<file path="config.mk">
export PLATFORM = sky130hd
export DESIGN_NAME = multicycle_controller
export DESIGN_NICKNAME = d
export VERILOG_FILES = /design/src/rtl/multicycle_controller_pkg.sv /design/src/rtl/multicycle_controller_alu_decoder.sv /design/src/rtl/multicycle_controller.sv
export SDC_FILE = /design/constraint.sdc
export NUM_CORES = 1
export LEC_CHECK = 0
export CORE_MARGIN = 1
export CORE_UTILIZATION = 30
export CTS_CLUSTER_DIAMETER = 50
export DETAILED_ROUTE_END_ITERATION = 12
export HOLD_SLACK_MARGIN = 0.06
export PLACE_DENSITY_LB_ADDON = 0.25
export SLEW_MARGIN = 20
export SYNTH_ARGS = -nofsm -noshare
export SYNTH_HDL_FRONTEND = slang
export SYNTH_SLANG_ARGS = --single-unit
</file>
<file path="constraint.sdc">
create_clock -name clk -period 2.85 [get_ports clk]
set_clock_uncertainty 0.2 [all_clocks]
set_input_delay 0.57 -clock clk [delete_from_list [all_inputs] [get_ports clk]]
set_output_delay 0.57 -clock clk [all_outputs]
set_load 0.01 [all_outputs]
</file>
<file path="src/rtl/multicycle_controller_pkg.sv">
// Shared types and encodings for the multicycle RV32I control unit.
package multicycle_controller_pkg;

  // FSM states; encodings are visible on the debug state output.
  typedef enum logic [3:0] {
    StFetch    = 4'd0,
    StDecode   = 4'd1,
    StMemAdr   = 4'd2,
    StMemRead  = 4'd3,
    StMemWb    = 4'd4,
    StMemWrite = 4'd5,
    StExecR    = 4'd6,
    StExecI    = 4'd7,
    StAluWb    = 4'd8,
    StBeq      = 4'd9,
    StJal      = 4'd10,
    StError    = 4'd11
  } state_e;

  // Opcodes (Instr[6:0])
  localparam logic [6:0] OpLoad   = 7'b0000011;
  localparam logic [6:0] OpStore  = 7'b0100011;
  localparam logic [6:0] OpRType  = 7'b0110011;
  localparam logic [6:0] OpIType  = 7'b0010011;
  localparam logic [6:0] OpBranch = 7'b1100011;
  localparam logic [6:0] OpJal    = 7'b1101111;

  // ALUOp codes from the FSM to the ALU decoder
  localparam logic [1:0] AluOpAdd   = 2'b00;
  localparam logic [1:0] AluOpSub   = 2'b01;
  localparam logic [1:0] AluOpFunct = 2'b10;

  // ALUControl codes
  localparam logic [2:0] AluAdd = 3'b000;
  localparam logic [2:0] AluSub = 3'b001;
  localparam logic [2:0] AluAnd = 3'b010;
  localparam logic [2:0] AluOr  = 3'b011;
  localparam logic [2:0] AluSlt = 3'b101;

  // ImmSrc codes
  localparam logic [2:0] ImmI = 3'b000;
  localparam logic [2:0] ImmS = 3'b001;
  localparam logic [2:0] ImmB = 3'b010;
  localparam logic [2:0] ImmJ = 3'b011;

  // Datapath mux selects
  localparam logic [1:0] ResAluOut = 2'b00;
  localparam logic [1:0] ResData   = 2'b01;
  localparam logic [1:0] ResAluRes = 2'b10;

  localparam logic [1:0] SrcAPc    = 2'b00;
  localparam logic [1:0] SrcAOldPc = 2'b01;
  localparam logic [1:0] SrcARegA  = 2'b10;

  localparam logic [1:0] SrcBWriteData = 2'b00;
  localparam logic [1:0] SrcBImm       = 2'b01;
  localparam logic [1:0] SrcBFour      = 2'b10;

endpackage

</file>
<file path="src/rtl/multicycle_controller_alu_decoder.sv">
// ALU decoder: maps ALUOp plus instruction function bits to an ALUControl code.
module alu_decoder
  import multicycle_controller_pkg::*;
(
  input  logic       op5_i,
  input  logic [2:0] funct3_i,
  input  logic       funct7b5_i,
  input  logic [1:0] alu_op_i,
  output logic [2:0] alu_control_o
);

  // Decode ALU operation; sub only for R-type with funct7b5 (addi ignores it).
  always_comb begin
    alu_control_o = AluAdd;
    case (alu_op_i)
      AluOpAdd: alu_control_o = AluAdd;
      AluOpSub: alu_control_o = AluSub;
      AluOpFunct: begin
        case (funct3_i)
          3'b000:  alu_control_o = (op5_i && funct7b5_i) ? AluSub : AluAdd;
          3'b010:  alu_control_o = AluSlt;
          3'b110:  alu_control_o = AluOr;
          3'b111:  alu_control_o = AluAnd;
          default: alu_control_o = AluAdd;
        endcase
      end
      default: alu_control_o = AluAdd;
    endcase
  end

endmodule

</file>
<file path="src/rtl/multicycle_controller.sv">
// Main control unit of the multicycle RV32I core (Moore FSM + ALU/immediate decode).
// Build option: define ILLEGAL_TRAP_EN to trap unknown opcodes in a sticky ERROR state;
// otherwise unknown opcodes behave as a NOP and illegal stays 0.
module multicycle_controller
  import multicycle_controller_pkg::*;
#(
  parameter int unsigned STATE_W = 4
) (
  input  logic               clk,
  input  logic               reset,
  input  logic [6:0]         op,
  input  logic [2:0]         funct3,
  input  logic               funct7b5,
  input  logic               zero,
  output logic               PCWrite,
  output logic               AdrSrc,
  output logic               MemWrite,
  output logic               IRWrite,
  output logic               RegWrite,
  output logic [1:0]         ResultSrc,
  output logic [1:0]         ALUSrcA,
  output logic [1:0]         ALUSrcB,
  output logic [2:0]         ALUControl,
  output logic [2:0]         ImmSrc,
  output logic               illegal,
  output logic [STATE_W-1:0] state
);

  state_e     state_q, state_d;
  logic [1:0] alu_op;

  // State register, asynchronously cleared to FETCH.
  always_ff @(posedge clk or negedge reset) begin
    if (!reset) begin
      state_q <= StFetch;
    end else begin
      state_q <= state_d;
    end
  end

  // Next-state and Moore outputs; enables are masked while reset is held low.
  always_comb begin
    state_d   = state_q;
    PCWrite   = 1'b0;
    AdrSrc    = 1'b0;
    MemWrite  = 1'b0;
    IRWrite   = 1'b0;
    RegWrite  = 1'b0;
    ResultSrc = ResAluOut;
    ALUSrcA   = SrcAPc;
    ALUSrcB   = SrcBWriteData;
    alu_op    = AluOpAdd;
    illegal   = 1'b0;
    unique case (state_q)
      StFetch: begin
        IRWrite   = 1'b1;
        ALUSrcB   = SrcBFour;
        ResultSrc = ResAluRes;
        PCWrite   = 1'b1;
        state_d   = StDecode;
      end
      StDecode: begin
        // Precompute the branch target into ALUOut.
        ALUSrcA = SrcAOldPc;
        ALUSrcB = SrcBImm;
        case (op)
          OpLoad, OpStore: state_d = StMemAdr;
          OpRType:         state_d = StExecR;
          OpIType:         state_d = StExecI;
          OpBranch:        state_d = StBeq;
          OpJal:           state_d = StJal;
`ifdef ILLEGAL_TRAP_EN
          default:         state_d = StError;
`else
          // PC already advanced in FETCH, so skipping is a NOP.
          default:         state_d = StFetch;
`endif
        endcase
      end
      StMemAdr: begin
        ALUSrcA = SrcARegA;
        ALUSrcB = SrcBImm;
        state_d = (op == OpLoad) ? StMemRead : StMemWrite;
      end
      StMemRead: begin
        AdrSrc  = 1'b1;
        state_d = StMemWb;
      end
      StMemWb: begin
        ResultSrc = ResData;
        RegWrite  = 1'b1;
        state_d   = StFetch;
      end
      StMemWrite: begin
        AdrSrc   = 1'b1;
        MemWrite = 1'b1;
        state_d  = StFetch;
      end
      StExecR: begin
        ALUSrcA = SrcARegA;
        alu_op  = AluOpFunct;
        state_d = StAluWb;
      end
      StExecI: begin
        ALUSrcA = SrcARegA;
        ALUSrcB = SrcBImm;
        alu_op  = AluOpFunct;
        state_d = StAluWb;
      end
      StAluWb: begin
        RegWrite = 1'b1;
        state_d  = StFetch;
      end
      StBeq: begin
        ALUSrcA = SrcARegA;
        alu_op  = AluOpSub;
        // Only Mealy output: take the branch target held in ALUOut.
        PCWrite = zero;
        state_d = StFetch;
      end
      StJal: begin
        ALUSrcA = SrcAOldPc;
        ALUSrcB = SrcBFour;
        PCWrite = 1'b1;
        state_d = StAluWb;
      end
      StError: begin
`ifdef ILLEGAL_TRAP_EN
        illegal = 1'b1;
        state_d = StError;
`else
        state_d = StFetch;
`endif
      end
      default: state_d = StFetch;
    endcase
    if (!reset) begin
      PCWrite  = 1'b0;
      IRWrite  = 1'b0;
      RegWrite = 1'b0;
      MemWrite = 1'b0;
      illegal  = 1'b0;
    end
  end

  // Immediate format from the opcode, valid every cycle.
  always_comb begin
    case (op)
      OpStore:  ImmSrc = ImmS;
      OpBranch: ImmSrc = ImmB;
      OpJal:    ImmSrc = ImmJ;
      default:  ImmSrc = ImmI;
    endcase
  end

  alu_decoder u_alu_decoder (
    .op5_i        (op[5]),
    .funct3_i     (funct3),
    .funct7b5_i   (funct7b5),
    .alu_op_i     (alu_op),
    .alu_control_o(ALUControl)
  );

  assign state = STATE_W'(state_q);

endmodule

</file>
==> key figures, run 1 <==
Critical path
  • Buffer and inverter count on the worst path: 2
  • Crit-path most repeated cell: clkdlybuf4s50_1
  • CP Depth: 5
  • Critical Path Max Stage Delay: 0.53 ns
  • Worst R2R Setup Slack: between 1 and 1.5 ns
  • CP Class: in -> out
  • Critical path cell sequence: clkdlybuf4s50_1 > nand2_1 > o22ai_1 > and3_1 > clkdlybuf4s50_1
  • R2R depth: 3
  • Crit path DAT: about 1.9 ns
  • CP max stage cell: clkdlybuf4s50_1
  • CP max FO: 1
  • Worst R2R Start: state[3]$_DFF_PN0_
  • Nature of the critical path startpoint: input port
  • Worst reg2reg path endpoint: state[3]$_DFF_PN0_
  • CP required: approximately 2.1 ns
  • Largest delay contributor family on the critical path: buffers and inverters
  • CP Capture Type: primary output

GRT
  • Pin count of the biggest net entering global routing: 12
  • Grt total ovfl: 0
  • Vias in the first global route: just over 600
  • Global-route wire length before repair: about 2600 um
  • GRT Util Overall: roughly 18%
  • Initial antenna violation count: 0

CTS
  • Inserted Clock Buffers: 3
  • Hold_buf cts: 0
  • Worst-skew pair later-pin latency: 0.24 ns
  • CTS tree: done
  • CTS root buf: clkbuf_4
  • Clock slew seen by the registers of the worst setup and hold paths: roughly 0.03 ns
  • Sink Count: 4
  • CTS Buffer Depth: 2
  • H-tree depth: 1

Routing
  • Remaining antenna violation count after routing: 0
  • Drt via density: approximately 4.8
  • Routed vias: 702
  • Pre-antenna DRT Iters: 4
  • DR iter-0 viols: 10
  • Post-Route WL: roughly 1500 um
  • DR WL/cell: 10.5 um
  • # DRC: 0

Placement
  • Placer congestion estimate: 0.836
  • Hpwl dp: around 1300 um
  • DP Worst Slack: -0.126 ns
  • Port Buf Inserts: 33

Yosys
  • Post-synth EDFFs: 0
  • Yosys cell types: 33
  • Prevailing post-synth register cell: dfrtp_1
  • Yosys top cell by area: dfrtp_1
  • Cell with the most instances after synthesis: nor2_1
  • Post-Syn Area: 568 um^2
  • Post-synth top cells: nor2_1 (9), inv_1 (6), a21oi_1 (5)
  • Top cells by area, synth: dfrtp_1 (18%), nor2_1 (5.9%), nor3b_1 (5.3%), a21oi_1 (4.4%), ha_1 (4.4%)
  • Synth Register Bits: 4
  • Yosys top cell area share: 17.6%
  • Cells after Synth: 79
  • Sequential fraction of the synthesis area: ~18%
  • Syn_area_per_cell: a little over 7 um^2
  • Async SR Flop Fraction: 100%
  • Synth Warn #: 0

Power
  • Pint: 277 uW
  • NetSw: 165 uW
  • Peak supply drop: around 0.20 mV
  • Register share of total power: roughly 16%
  • Pwr per Cell Area: 437 nW/um^2
  • Net Sw Frac: a little under two fifths
  • Leak Pwr: 0.000479 uW
  • Clock power frac: 16.6%
  • Gate power share: 67.8%

Final layout
  • Final net count: between 100 and 150
  • Fillers: 174
  • Multi-input logic area: 400 um^2
  • P&R area growth vs syn: 77.8%
  • Antenna Cells: 0
  • Share of cells above drive strength 1: 15.6%
  • Reg area: between 100 and 150 um^2
  • Number of flip-flops in the largest register: 4
  • Finished Core Util: between 50% and 60%

Worst hold path
  • Worst Min Path Start: state[0]$_DFF_PN0_
  • Hold depth: 2
  • Tightest Hold Check Type: reg -> reg
  • Hold path endpoint: state[0]$_DFF_PN0_

Die
  • Die height: about 46 um
  • Die width: approximately 46 um
  • Site Rows: 15
  • Core Footprint: 1750 um^2
  • I/O pin total: 36
  • Initial Util: around a third
  • Die ar.: between 2000 and 2500 um^2

Run status
  • Run status: finished, final reports clean

STA
  • Finish-stage setup viols: 0
  • Crit path time final: 2.68 ns
  • F_max: between 300 and 400 MHz
  • RSZ-0062 raised after global routing: no
  • Fin crit share: a little over nine tenths
  • Setup ws final: about 0.17 ns
  • Final hold violations: 0
  • Max Transition Viols Final: 0

Flow run
  • Maximum capacitance violations: 0
## logic make-up after synthesis
group	after synthesis	share of synthesized area [%]
DFF	4	17.6
muxes	1	1.76
AOI/OAI and AO/OA	16	18.9
xor gates and xnor gates	3	4.63
adders and majority gates	2	4.40
buffers and inverters	13	12.6
and+or+nand+nor	39	39.4
other	1	0.660
## routing by layer
| layer | routed length, um | part of all wire [%] | vias to the layer above | global-route usage, % |
|---|---|---|---|---|
| li1 | - | - | 358 | - |
| met1 | 704 | 46 | 320 | 21.8 |
| met2 | 780 | 50 | 24 | 29.1 |
| met3 | 61 | 3.9 | 0 | 3.57 |
| met4 | 0 | 0 | 0 | 7.27 |
| met5 | 0 | 0 | - | 0 |
## cells in the final DEF (no fill, tap or decap), drive strengths merged, types with 2 or more instances in the layout
cell and n:
nand2 3, nand3 2, ha 2, clkbuf 3, conb 2, o21ai 4, nand2b 2, nor2b 4
buf 13, nor2 9, nor4 2, and3b 2, and2 2, dfrtp 4, nor3b 4, and3 3
clkdlybuf4s50 28, inv 6, nor3 4, xnor2 2, dlygate4sd2 2, dlymetal6s2s 3, a21oi 5
## tightest hold or removal path, stage by stage, from the launching register on
cell	delay [ns]
dfrtp_1	0.33
buf_4	0.17
a21oi_1	0.07
## timing repair
action / 4_1_cts / 5_1_grt
setup endpoints to repair: 2 / 3
buffers inserted: 0 / 0
gates resized for setup: 2 / 3
## layout make-up
cell class              count  share of cell area (%)
clock buffers               3                    2.23
repair buffers             46                    42.9
inverters                   6                    2.23
well taps                  25                    3.10
multi-input cells          63                    39.7
flip-flops and latches      4                    9.91
## power by group through the flow
| stage | Combinational (uW) | Sequential (uW) | Clock, uW |
|---|---|---|---|
| finish | 300 | 68.8 | 73.4 |
| global route | 329 | 69.9 | 81.7 |
| CTS | 301 | 69.1 | 77.1 |
| detailed placement | 300 | 69.9 | 0 |
| global placement | 299 | 69.2 | 0 |
| floorplan | 133 | 75.6 | 0 |
## worst max path at each step
stage | slack (ns) | to | from
2_1_floorplan | 0.40 | ALUControl[2] | state[0]$_DFF_PN0_
3_3_place_gp | -0.06 | ImmSrc[0] | op[2]
3_5_place_dp | -0.13 | ImmSrc[0] | op[2]
4_1_cts | 0.008 | ImmSrc[1] | op[2]
5_1_grt | 0.07 | ImmSrc[0] | op[3]
6_report | 0.17 | PCWrite | zero
## stage by stage
step | std cells | cell area, um^2 | setup TNS, ns | hold WS [ns] | power (uW)
2_1_floorplan | 80 | 572 | 0 | 0.0744 | 209
3_3_place_gp | 144 | 982 | -0.0563 | 0.415 | 369
3_5_place_dp | 144 | 982 | -0.126 | 0.421 | 370
4_1_cts | 147 | 1000 | 0 | 0.427 | 447
5_1_grt | 147 | 1010 | 0 | 0.453 | 480
6_report | 147 | 1010 | 0 | 0.416 | 442
Power figures use the tool's default switching activity.
==> run 2: changes to the inputs <==
--- a/config.mk
+++ b/config.mk
@@ -9,6 +9,7 @@
 export CORE_UTILIZATION = 30
 export CTS_CLUSTER_DIAMETER = 50
 export DETAILED_ROUTE_END_ITERATION = 12
+export GPL_TIMING_DRIVEN = 0
 export HOLD_SLACK_MARGIN = 0.06
 export PLACE_DENSITY_LB_ADDON = 0.25
 export SLEW_MARGIN = 20
==> run 2 against run 1 <==
Effect of this change:
- final area fell by 2.4%
- routed wire length fell by 0.45%
- sequential cell count did not move
- count of clock-buffer cells in the layout did not move
- worst hold slack got worse by 0.038 ns
- fmax fell by 2.2%
- highest routed layer unchanged
==> key figures, run 2 (same netlist as run 1, synthesis figures left out) <==
CTS
  • Sink Count: 4 (unchanged)
  • H-tree depth: 1 (unchanged)
  • CTS root buf: clkbuf_4
  • Worst-skew pair later-pin latency: 0.23 ns (about the same)
  • Hold_buf cts: 0 (unchanged)
  • CTS tree: done
  • Clock slew seen by the registers of the worst setup and hold paths: 0.04 ns (about the same)
  • Inserted Clock Buffers: 3 (unchanged)
  • CTS Buffer Depth: 2 (unchanged)

Final layout
  • Most frequent cells in the layout: clkdlybuf4s50_1 (27), nor2_1 (8), inv_1 (6), dlygate4sd2_1 (6), a21oi_1 (5)
  • Post-route cell area: 986 um^2 (-2.4%)
  • Final net count: 134 (-4.3%)
  • Commonest non-fill, non-tap cell in the layout: clkdlybuf4s50_1
  • P&R area growth vs syn: 73.6%
  • Fillers: 182 (+4.6%)
  • Number of flip-flops in the largest register: 4 (unchanged)
  • Antenna Cells: 0 (unchanged)
  • Share of cells above drive strength 1: 14.7% (-0.92 points)
  • Finished Core Util: 56.5% (-1.4 points)

GRT
  • Vias in the first global route: 580 (-5.7%)
  • Initial antenna violation count: 0 (unchanged)
  • Grt total ovfl: 0 (unchanged)
  • GRT Util Overall: 16.5% (-1.0 points)
  • Global-route wire length before repair: 2550 um (-2.1%)
  • Pin count of the biggest net entering global routing: 11 (-1)

Routing
  • Pre-antenna DRT Iters: 4 (unchanged)
  • # DRC: 0 (unchanged)
  • Drt via density: 4.82 (+0.99%)
  • Post-Route WL: 1540 um (-0.45%)
  • DR iter-0 viols: 16 (+6)
  • Remaining antenna violation count after routing: 0 (unchanged)
  • DR WL/cell: 10.9 um (+3.8%)
  • Routed vias: 680 (-3.1%)

Critical path
  • CP required: 2.08 ns (about the same)
  • Critical path cell sequence: clkdlybuf4s50_1 > nand3_1 > nor2_1 > clkdlybuf4s50_1
  • CP max stage cell: clkdlybuf4s50_1
  • CP max FO: 7 (+6)
  • R2R depth: 4 (+1)
  • Buffer and inverter count on the worst path: 2 (unchanged)
  • CP Class: in -> out
  • Critical path capture point: RegWrite
  • Worst R2R Start: state[2]$_DFF_PN0_
  • Worst reg2reg path endpoint: state[3]$_DFF_PN0_
  • Largest delay contributor family on the critical path: buffers and inverters
  • Critical Path Max Stage Delay: 0.62 ns (+0.09 ns)
  • Crit path DAT: 1.96 ns (+0.05 ns)
  • Nature of the critical path startpoint: input port
  • Start point of the critical path: reset
  • Worst R2R Setup Slack: 1.36 ns (+0.07 ns)
  • CP Depth: 4 (-1)
  • Crit-path most repeated cell: clkdlybuf4s50_1
  • CP Capture Type: primary output

Die
  • Initial Util: 32.5% (unchanged)
  • Die width: 45.5 um (unchanged)
  • Site Rows: 15 (unchanged)
  • Core Footprint: 1750 um^2 (unchanged)
  • Die ar.: 2070 um^2 (unchanged)
  • I/O pin total: 36 (unchanged)
  • Die height: 45.5 um (unchanged)

Placement
  • Placer congestion estimate: 0.771 (-7.8%)
  • Hpwl dp: 1250 um (-0.78%)
  • Port Buf Inserts: 33 (unchanged)
  • Placed inst area: 933 um^2 (-5.0%)

Power
  • Total power draw: 431 uW (-2.5%)
  • Pwr per Cell Area: 437 nW/um^2 (-0.11%)
  • Peak supply drop: 0.194 mV (-0.86%)
  • Leak Pwr: 0.000421 uW (-12%)

STA
  • Fin Hold WS: 0.378 ns (-0.0382 ns)
  • Final hold violations: 0 (unchanged)
  • Setup TNS: 0 ns (unchanged)
  • Crit path time final: 2.73 ns (+0.0593 ns)
  • Finish-stage setup viols: 0 (unchanged)
  • RSZ-0062 raised after global routing: no
  • Max Transition Viols Final: 0 (unchanged)
  • Fin crit share: 95.9% (+2.1 points)
  • F_max: 366 MHz (-2.2%)

Run status
  • Run status: finished, final reports clean

Worst hold path
  • Tightest Hold Check Type: in -> async

Flow run
  • Maximum capacitance violations: 0 (unchanged)
-- run 2: cell types whose count changed in the layout (fill, tap and decap cells not counted), moves of 2 or more --
| cell | previous run | this run |
|---|---|---|
| dlygate4sd2_1 | 2 | 6 |
| buf_2 | 0 | 2 |
| buf_4 | 13 | 4 |
| dlymetal6s2s_1 | 3 | 0 |
-- run 2: routing by layer --
layer / share of wire (%) / track usage [%] / up-vias
li1: - / - / 347
met1: 45 / 22.4 / 309
met2: 50 / 26.3 / 24
met3: 5.0 / 3.97 / 0
met4: 0 / 3.64 / 0
met5: 0 / 0 / -
-- run 2: repair_timing --
item                                    in CTS  in global routing
setup buffers                                0                  0
pin swaps                                    0                  1
endpoints found under the setup margin       5                  3
endpoints found under the hold margin        0                  0
resized for setup                           10                  3
-- run 2: worst min path at each step --
stage                             startpoint  slack (ns)                 end
after global routing                   reset        0.39  state[3]$_DFF_PN0_
final                                  reset        0.38  state[3]$_DFF_PN0_
after detailed placement  state[1]$_DFF_PN0_        0.46  state[3]$_DFF_PN0_
after floorplan                        reset        0.07  state[0]$_DFF_PN0_
after global placement    state[1]$_DFF_PN0_        0.44  state[3]$_DFF_PN0_
after CTS                              reset        0.38  state[3]$_DFF_PN0_
-- run 2: power breakdown --
part	internal [uW]	switching (uW)	total [uW]
Clock	46.9	21.1	68.0
Sequential	65.6	6.22	71.8
Combinational	159	132	291
-- run 2: worst register-to-register path, stage by stage, from the launching register on --
cell and delay [ns]:
dfrtp_1 0.38, buf_6 0.14, or2_0 0.18, buf_2 0.16, o41ai_2 0.32
-- run 2: cell type report --
cell class	count	area (um^2)	area share, %
Timing Repair Buffer	33	323	32.7
Inverter	6	22.5	2.28
Tap cell	25	31.3	3.17
Sequential cell	4	100	10.2
Multi-Input combinational cell	63	435	44.2
Buffer	7	51.3	5.20
Clock buffer	3	22.5	2.28
-- run 2: through the flow --
step	setup slack [ns]	std cells
2_1_floorplan	0.400	80
3_3_place_gp	-0.195	138
3_5_place_dp	-0.203	138
4_1_cts	0.0883	141
5_1_grt	0.00622	141
6_report	0.116	141
